`config.mk`:
```
export PLATFORM = sky130hd
export DESIGN_NAME = fetch_unit
export DESIGN_NICKNAME = d
export VERILOG_FILES = /design/src/rtl/fetch_unit.sv
export SDC_FILE = /design/constraint.sdc
export NUM_CORES = 1
export LEC_CHECK = 0
export ABC_AREA = 1
export CORE_MARGIN = 2
export CORE_UTILIZATION = 40
export DETAILED_ROUTE_END_ITERATION = 16
export PLACE_DENSITY = 0.74
export SLEW_MARGIN = 20
export SYNTH_ARGS = -nofsm -noshare
export SYNTH_HDL_FRONTEND = slang
export SYNTH_SLANG_ARGS = --single-unit
```
`constraint.sdc`:
```
create_clock -name clk -period 3.7 [get_ports clk]
set_input_delay 0.74 -clock clk [delete_from_list [all_inputs] [get_ports clk]]
set_output_delay 0.74 -clock clk [all_outputs]
set_load 0.05 [all_outputs]
```
`src/rtl/fetch_unit.sv`:
```
// -----------------------------------------------------------------------------
// fetch_unit
//
// Instruction fetch front end. Issues one word-aligned request at a time to an
// instruction memory, pushes each returned word together with its address into
// a small FIFO, and presents the FIFO head to decode. A redirect flushes the
// FIFO and moves the fetch PC. An all-zero instruction word stops fetching
// until the next redirect or reset.
//
// Ports
//   clk            : clock, all state on the rising edge
//   rst_           : synchronous reset, active high
//   ena_pc         : fetch enable, gates the start of new requests only
//   imem_req       : request outstanding to instruction memory
//   imem_addr      : word-aligned request address, held until imem_ack
//   imem_ack       : memory accepts the request; imem_rdata valid this cycle
//   imem_rdata     : returned instruction word
//   redirect_valid : one-cycle redirect pulse from execute
//   redirect_pc    : redirect target, bits [1:0] ignored
//   inst           : instruction at the FIFO head
//   inst_pc        : address of inst
//   inst_valid     : FIFO head valid
//   inst_ready     : decode consumes the head when inst_valid is also high
//   halted         : fetch stopped on an all-zero word
// -----------------------------------------------------------------------------
module fetch_unit #(
  parameter logic [31:0] RESET_PC  = 32'h0000_0000,
  parameter int unsigned BUF_DEPTH = 2   // 2 or 4
) (
  input  logic        clk,
  input  logic        rst_,
  input  logic        ena_pc,
  output logic        imem_req,
  output logic [31:0] imem_addr,
  input  logic        imem_ack,
  input  logic [31:0] imem_rdata,
  input  logic        redirect_valid,
  input  logic [31:0] redirect_pc,
  output logic [31:0] inst,
  output logic [31:0] inst_pc,
  output logic        inst_valid,
  input  logic        inst_ready,
  output logic        halted
);

  localparam int unsigned      PTR_W      = (BUF_DEPTH > 2) ? 2 : 1;
  localparam logic [PTR_W:0]   FULL_COUNT = (PTR_W + 1)'(BUF_DEPTH);
  localparam logic [31:0]      START_PC   = {RESET_PC[31:2], 2'b00};

  typedef enum logic [1:0] {
    S_IDLE = 2'd0,
    S_WAIT = 2'd1,
    S_HALT = 2'd2
  } state_t;

  state_t           state_q, state_d;
  logic [31:0]      pc_q, pc_d;          // next address to fetch
  logic [31:0]      addr_q, addr_d;      // address of the outstanding request
  logic             discard_q, discard_d;
  logic [PTR_W-1:0] rd_ptr_q, rd_ptr_d;
  logic [PTR_W-1:0] wr_ptr_q, wr_ptr_d;
  logic [PTR_W:0]   count_q, count_d;

  logic [BUF_DEPTH-1:0][31:0] entry_data;
  logic [BUF_DEPTH-1:0][31:0] entry_pc;

  logic ack_fire;
  logic push;
  logic pop;
  logic buf_full;

  logic unused_redirect_bits;
  assign unused_redirect_bits = ^redirect_pc[1:0];

  // ---------------------------------------------------------------------------
  // Control
  // ---------------------------------------------------------------------------
  always_comb begin
    ack_fire = (state_q == S_WAIT) && imem_ack;
    pop      = (count_q != '0) && inst_ready;
    buf_full = (count_q == FULL_COUNT);
    // Data returned for a request that was overtaken by a redirect (earlier
    // or in this very cycle) never enters the buffer and is never tested for
    // the halt pattern.
    push     = ack_fire && !discard_q && !redirect_valid && (imem_rdata != 32'h0);

    state_d   = state_q;
    pc_d      = pc_q;
    addr_d    = addr_q;
    discard_d = discard_q;
    rd_ptr_d  = rd_ptr_q;
    wr_ptr_d  = wr_ptr_q;
    count_d   = count_q;

    unique case (state_q)
      S_IDLE: begin
        // Occupancy is checked before the request starts and only one
        // request can be in flight, so the eventual push always has room.
        if (ena_pc && !buf_full) begin
          state_d = S_WAIT;
          addr_d  = pc_q;
        end
      end
      S_WAIT: begin
        if (imem_ack) begin
          state_d   = S_IDLE;
          discard_d = 1'b0;
          if (!discard_q && !redirect_valid) begin
            if (imem_rdata == 32'h0) begin
              state_d = S_HALT;
            end else begin
              pc_d = addr_q + 32'd4;
            end
          end
        end
      end
      S_HALT: begin
        state_d = S_HALT;
      end
      default: begin
        state_d = S_IDLE;
      end
    endcase

    if (push) begin
      wr_ptr_d = wr_ptr_q + 1'b1;
    end
    if (pop) begin
      rd_ptr_d = rd_ptr_q + 1'b1;
    end
    unique case ({push, pop})
      2'b10:   count_d = count_q + 1'b1;
      2'b01:   count_d = count_q - 1'b1;
      default: count_d = count_q;
    endcase

    // Redirect overrides everything above. An in-flight request cannot be
    // withdrawn, so it stays on the bus and its data is marked for discard.
    // From IDLE the new request starts one cycle later, from the new PC.
    if (redirect_valid) begin
      rd_ptr_d = '0;
      wr_ptr_d = '0;
      count_d  = '0;
      pc_d     = {redirect_pc[31:2], 2'b00};
      if ((state_q == S_WAIT) && !imem_ack) begin
        state_d   = S_WAIT;
        discard_d = 1'b1;
      end else begin
        state_d   = S_IDLE;
        discard_d = 1'b0;
      end
    end
  end

  always_ff @(posedge clk) begin
    if (rst_) begin
      state_q   <= S_IDLE;
      pc_q      <= START_PC;
      addr_q    <= START_PC;
      discard_q <= 1'b0;
      rd_ptr_q  <= '0;
      wr_ptr_q  <= '0;
      count_q   <= '0;
    end else begin
      state_q   <= state_d;
      pc_q      <= pc_d;
      addr_q    <= addr_d;
      discard_q <= discard_d;
      rd_ptr_q  <= rd_ptr_d;
      wr_ptr_q  <= wr_ptr_d;
      count_q   <= count_d;
    end
  end

  // ---------------------------------------------------------------------------
  // Instruction buffer storage, one register pair per entry
  // ---------------------------------------------------------------------------
  genvar gi;
  generate
    for (gi = 0; gi < BUF_DEPTH; gi++) begin : g_entry
      localparam logic [PTR_W-1:0] IDX = PTR_W'(gi);

      logic [31:0] data_q, data_d;
      logic [31:0] epc_q, epc_d;

      always_comb begin
        data_d = data_q;
        epc_d  = epc_q;
        if (push && (wr_ptr_q == IDX)) begin
          data_d = imem_rdata;
          epc_d  = addr_q;
        end
      end

      always_ff @(posedge clk) begin
        if (rst_) begin
          data_q <= '0;
          epc_q  <= '0;
        end else begin
          data_q <= data_d;
          epc_q  <= epc_d;
        end
      end

      assign entry_data[gi] = data_q;
      assign entry_pc[gi]   = epc_q;
    end
  endgenerate

  // ---------------------------------------------------------------------------
  // Outputs: all decoded from registers; stale entries are masked to zero.
  // ---------------------------------------------------------------------------
  assign imem_req   = (state_q == S_WAIT);
  assign imem_addr  = addr_q;
  assign halted     = (state_q == S_HALT);
  assign inst_valid = (count_q != '0);
  assign inst       = inst_valid ? entry_data[rd_ptr_q] : 32'h0;
  assign inst_pc    = inst_valid ? entry_pc[rd_ptr_q]   : 32'h0;

endmodule
```
; ---- Word-level counts from Yosys, hierarchy flattened
; Index checks and enable logic that the tools add are counted.
; Widths: inputs -> output; s select.
[totals]
output_inout_bits = 99
wordCells = 79
register_bits = 199
input_bits = 70
[op_classes]
add_sub_neg = 5
eq_ne = 8
muxes = 23
order_cmp = 1
bitwise = 2
n_reduce_logical = 28
[op_table]
columns = operator, count
row1 = $mux 32, 11
row2 = $add 32x3->32 const B, 1
row3 = $logic_not 32->1, 1
row4 = $reduce_bool 32->1, 1
row5 = $logic_and 1x1->1, 10
row6 = $mux 2, 5
row7 = $reduce_bool 2->1, 5
row8 = $reduce_and 4->1, 2
row9 = $eq 2x2->1 const B, 3
row10 = $pmux 2 s3, 1
row11 = $reduce_and 2->1, 3
row12 = $mux 1, 5
row13 = $eq 2x1->1 const B, 2
row14 = $logic_not 1->1, 4
row15 = $pmux 2 s2, 1
row16 = $ne 3x1->1 const B, 1
row17 = $ne 3x3->1 const B, 1
row18 = $add 1x1->1 const B, 2
row19 = $add 2x1->2 const B, 1
row20 = $logic_not 2->1, 1
row21 = $lt 1x2->1 const B, 1
row22 = $ne 2x2->1 const B, 1
row23 = $not 1->1, 2
row24 = $reduce_or 2->1, 1
row25 = $sub 2x1->2 const B, 1

; ---- Logic depth before layout (Yosys ltp)
[depth]
word_depth = 7
ltp_mapped = 14
mapped_depth_nobuf = 13

; ---- Least setup slack after synthesis
; No wires, ideal clock.
[synth_path]
path_type = reg-to-output
start = register count_q[0]
end = output port inst_pc[22]
t_required_ns = 2.960
n_path_buf = 2
path_slack_ns = 0.659
stages_incl_launch_ff = 7
arrival_time_ns = 2.301
path_cell_list = dfxtp_1 -> nor2_1 -> inv_1 -> clkbuf_1 -> clkbuf_1 -> o21ai_0 -> a21oi_1
[synth_via]
elab_chain_len = 2
[synth_lines]
columns = item, line
row1 = start: declaration, 62  ; logic [PTR_W:0] count_q, count_d;
row2 = start signal: assignment, 171  ; count_q <= count_d;
row3 = $reduce_bool 2->1, 216  ; assign inst_valid = (count_q != '0);
row4 = named net inst_valid, 41  ; output logic inst_valid,
row5 = $mux 32, 218  ; assign inst_pc = inst_valid ? entry_pc[rd_ptr_q] : 32'h0;
row6 = end: declaration, 40  ; output logic [31:0] inst_pc,
; The timed path passes the listed nets, and every way through them passes these cells.

; ---- Worst setup path in the final report
[layout_path]
start = register count_q[0]
end = output port inst_pc[17]
[layout_via]
elab_chain_len = 2
[layout_lines]
columns = item, line
row1 = $reduce_bool 2->1, 216
row2 = $mux 32, 218
; Every way passes these cells.

==> impl_results.md <==
- Status: finished clean
- Peak VDD IR: 0.276 mV
- Hold Vio Cnt, Final: 0
- Synth-to-Final Area Change: 25.3%
- Count of input and output buffers: 166
- Sw Share: 0.268
- I/O pin cnt: 169
- Clock tree buffer depth: 2
- # fillers: 2306
- RR Startpoint: imem_addr[3]
- Max-cap violations: 0
- Commonest cells after routing, fill and taps aside: nand2_1 (333), a21oi_1 (235), dfxtp_1 (198), clkdlybuf4s50_1 (165), inv_1 (128)
- Slew margin rel.: 0.504
- R2R setup slack: 1.51 ns
- Die height: 158 um
- FF/Latch Area: 0.00399 mm2
- Final Non-Filler Cells: 1839
- Crit Reg-Reg Endpoint: pc_q[22]
- Pint: 3.42 mW
- Power per standard cell area: 396 mW/mm2
- Hold Path Depth: 2
- Post-CTS Hold Fix Bufs: 0
- Synthesized flop and latch total: 199
- Total Wirelength: 27.6 mm
- Clk sink count: 199
- Post-DP HPWL: 18.0 mm
- DRC errors left: 0
- Post-synthesis cell type count: 33
- Routed Antenna Nets: 0
- Prevailing post-synth register cell: dfxtp_1
- Asr flop ratio synth: 0
- Root buffer cell: clkbuf_16
- Antenna violations before repair: 0
- Clock Skews: 0.0110 ns
- Measured slew at the worst slew-check pin: 0.743 ns
- Chip width: 158 um
- Die area: 0.0248 mm2
- Setup TNS Final: 0 ns
- Yosys warnings: 0
- Layout cells sized above 1: 0.0612
- P_leak: 4.07 nW
- Kind of critical path: reg2out
- Dpl ws: 0.653 ns
- Fmax: 289 MHz
- Vias in the first global route: 8596
- Total GRT Usage: 0.223
- Vias per cell: 5.06
- Critical path arrival: 2.72 ns
- DR WL/cell: 15.0 um
- Commonest non-fill, non-tap cell in the layout: nand2_1
- Placeable Area: 0.0233 mm2
- Congestion Overflow GR: 0
- Synthesized area: 0.00943 mm2
- Placed insts: 1807
- Final Net Count: 1579
- Clock power frac: 0.407
- WHS Endpoint: g_entry[0].epc_q[16]
- Seq pwr share: 0.488
- Hold Path Class: reg2reg
- Gate power share: 0.105
- Reg clk slew, reported paths: 0.07 ns
- RSZ-0062 raised after global routing: no
- Largest net degree at the start of global routing: 93
- Initial DRC Count: 698
- Setup crit end kind: output pin
- Worst EP required: 2.96 ns
- P_sw: 1.25 mW
- Crit path time final: 3.46 ns
- CTS tree: yes
- Htree depth: 4
- Syn Inst Count: 1394
- Final setup violation count: 0
- Startpoint class of the critical path: flip-flop
- Post-synth EDFFs: 0
- Total number of vias: 9307
- Multi-input gate area: 0.00446 mm2
- Setup Fix Bufs, Post-CTS: 0
- Final GP Congestion: 0.890
- Inserted Clock Buffers: 17
- # resized after CTS: 0
- Hold_sp: g_entry[0].epc_q[16]
- Util after Layout: 0.506
- Pins Over Slew Limit: 0
- Reg2reg path depth: 11
- Drt pass-1 iters: 5
- Syn nets: 1466
- Initial Util: 0.404
- Clk_lat worst skew: 0.44 ns
- Final WS setup: 0.244 ns
- Final period util: 0.934
- ANT cells: 0
- Crit-path max FO: 20
- Sequential-to-total area share from yosys stat: 0.423
- Row cnt: 56
- First-pass GRT wire length: 44.0 mm
- Syn Area/Cell: 6.76 um2
-- critical path, stage by stage, from the launching register on --
cell and delay [ns]:
dfxtp_1 0.40, nor2_1 0.08, inv_2 0.25, buf_4 0.30
o21ai_0 0.11, a21oi_1 0.28, clkdlybuf4s50_1 0.86
-- power groups by stage --
stage	clock, mW	sequential, mW	combinational [mW]
6_report	1.90	2.28	0.492
5_1_grt	2.02	2.29	0.537
4_1_cts	1.93	2.28	0.492
3_5_place_dp	0	2.33	0.489
3_3_place_gp	0	2.33	0.484
2_1_floorplan	0	2.39	0.203
-- state kept, by name, indices dropped and copies added, names as in the netlist --
name and flops:
count_q 2, discard_q 1, g_entry.data_q 64, g_entry.epc_q 64, imem_addr 32, pc_q 32
rd_ptr_q 1, state_q 2, wr_ptr_q 1
-- logic make-up (layout without fill, tap and decap cells) --
logic type	after synthesis	count (layout)	synth area share
flip-flops	199	199	0.423
buffers and inverters	229	355	0.104
AO/OA/AOI/OAI	367	367	0.200
XOR/XNOR	10	10	0.00929
AND/OR/NAND/NOR	587	587	0.261
adder cells (fa/ha/maj)	2	2	0.00265
-- cell type report --
class                   count  area share
clock buffers              20      0.0387
inverters                 135      0.0430
multi-input cells         966       0.378
repair buffers            188       0.157
flip-flops and latches    199       0.338
clock inverters            12      0.0123
well taps                 319      0.0338
-- Yosys cell counts (2+ instances only) --
| cell | count | area [um2] |
|---|---|---|
| a21oi_2 | 9 | 78.8 |
| nor2_2 | 3 | 18.8 |
| o21ai_1 | 5 | 25.0 |
| dfxtp_1 | 199 | 3980 |
| buf_2 | 15 | 75.1 |
| nand2_1 | 333 | 1250 |
| nor2_4 | 2 | 22.5 |
| nor2_1 | 101 | 379 |
| inv_1 | 130 | 488 |
| xor2_1 | 10 | 87.6 |
| nand4_1 | 4 | 25.0 |
| o21ai_0 | 112 | 561 |
| ha_1 | 2 | 25.0 |
| nand3_1 | 120 | 601 |
| inv_2 | 3 | 11.3 |
| nor3_1 | 6 | 30.0 |
| buf_1 | 2 | 7.51 |
| buf_6 | 11 | 124 |
| a21boi_0 | 3 | 22.5 |
| a21oi_1 | 235 | 1180 |
| clkbuf_1 | 60 | 225 |
| buf_4 | 6 | 45.0 |
| nand2_2 | 13 | 81.3 |
-- stage by stage --
step	hold WS [ns]	power, mW	instance area (um2)
floorplan	0.437	2.60	9430
global placement	0.445	2.81	11200
detailed placement	0.448	2.82	11200
CTS	0.459	4.70	11800
global route	0.476	4.85	11800
finish	0.459	4.68	11800
-- how the worst max path moves through the flow --
stage | from | end | slack [ns] | cells after the start
floorplan | count_q[0] | inst_pc[22] | 0.66 | 6
global placement | imem_rdata[0] | g_entry[1].data_q[6] | 0.69 | 11
detailed placement | imem_rdata[0] | g_entry[1].data_q[2] | 0.65 | 12
CTS | count_q[0] | inst_pc[17] | 0.24 | 6
global route | count_q[0] | inst_pc[15] | 0.03 | 6
finish | count_q[0] | inst_pc[17] | 0.24 | 6
-- per-layer routing --
metal / GRT usage / up-vias / part of all wire
li1: - / 4732 / -
met4: 0.0701 / 0 / 0.019
met3: 0.0369 / 32 / 0.064
met5: 0 / - / 0
met2: 0.375 / 325 / 0.47
met1: 0.292 / 4218 / 0.44
Power figures use the tool's default switching activity.
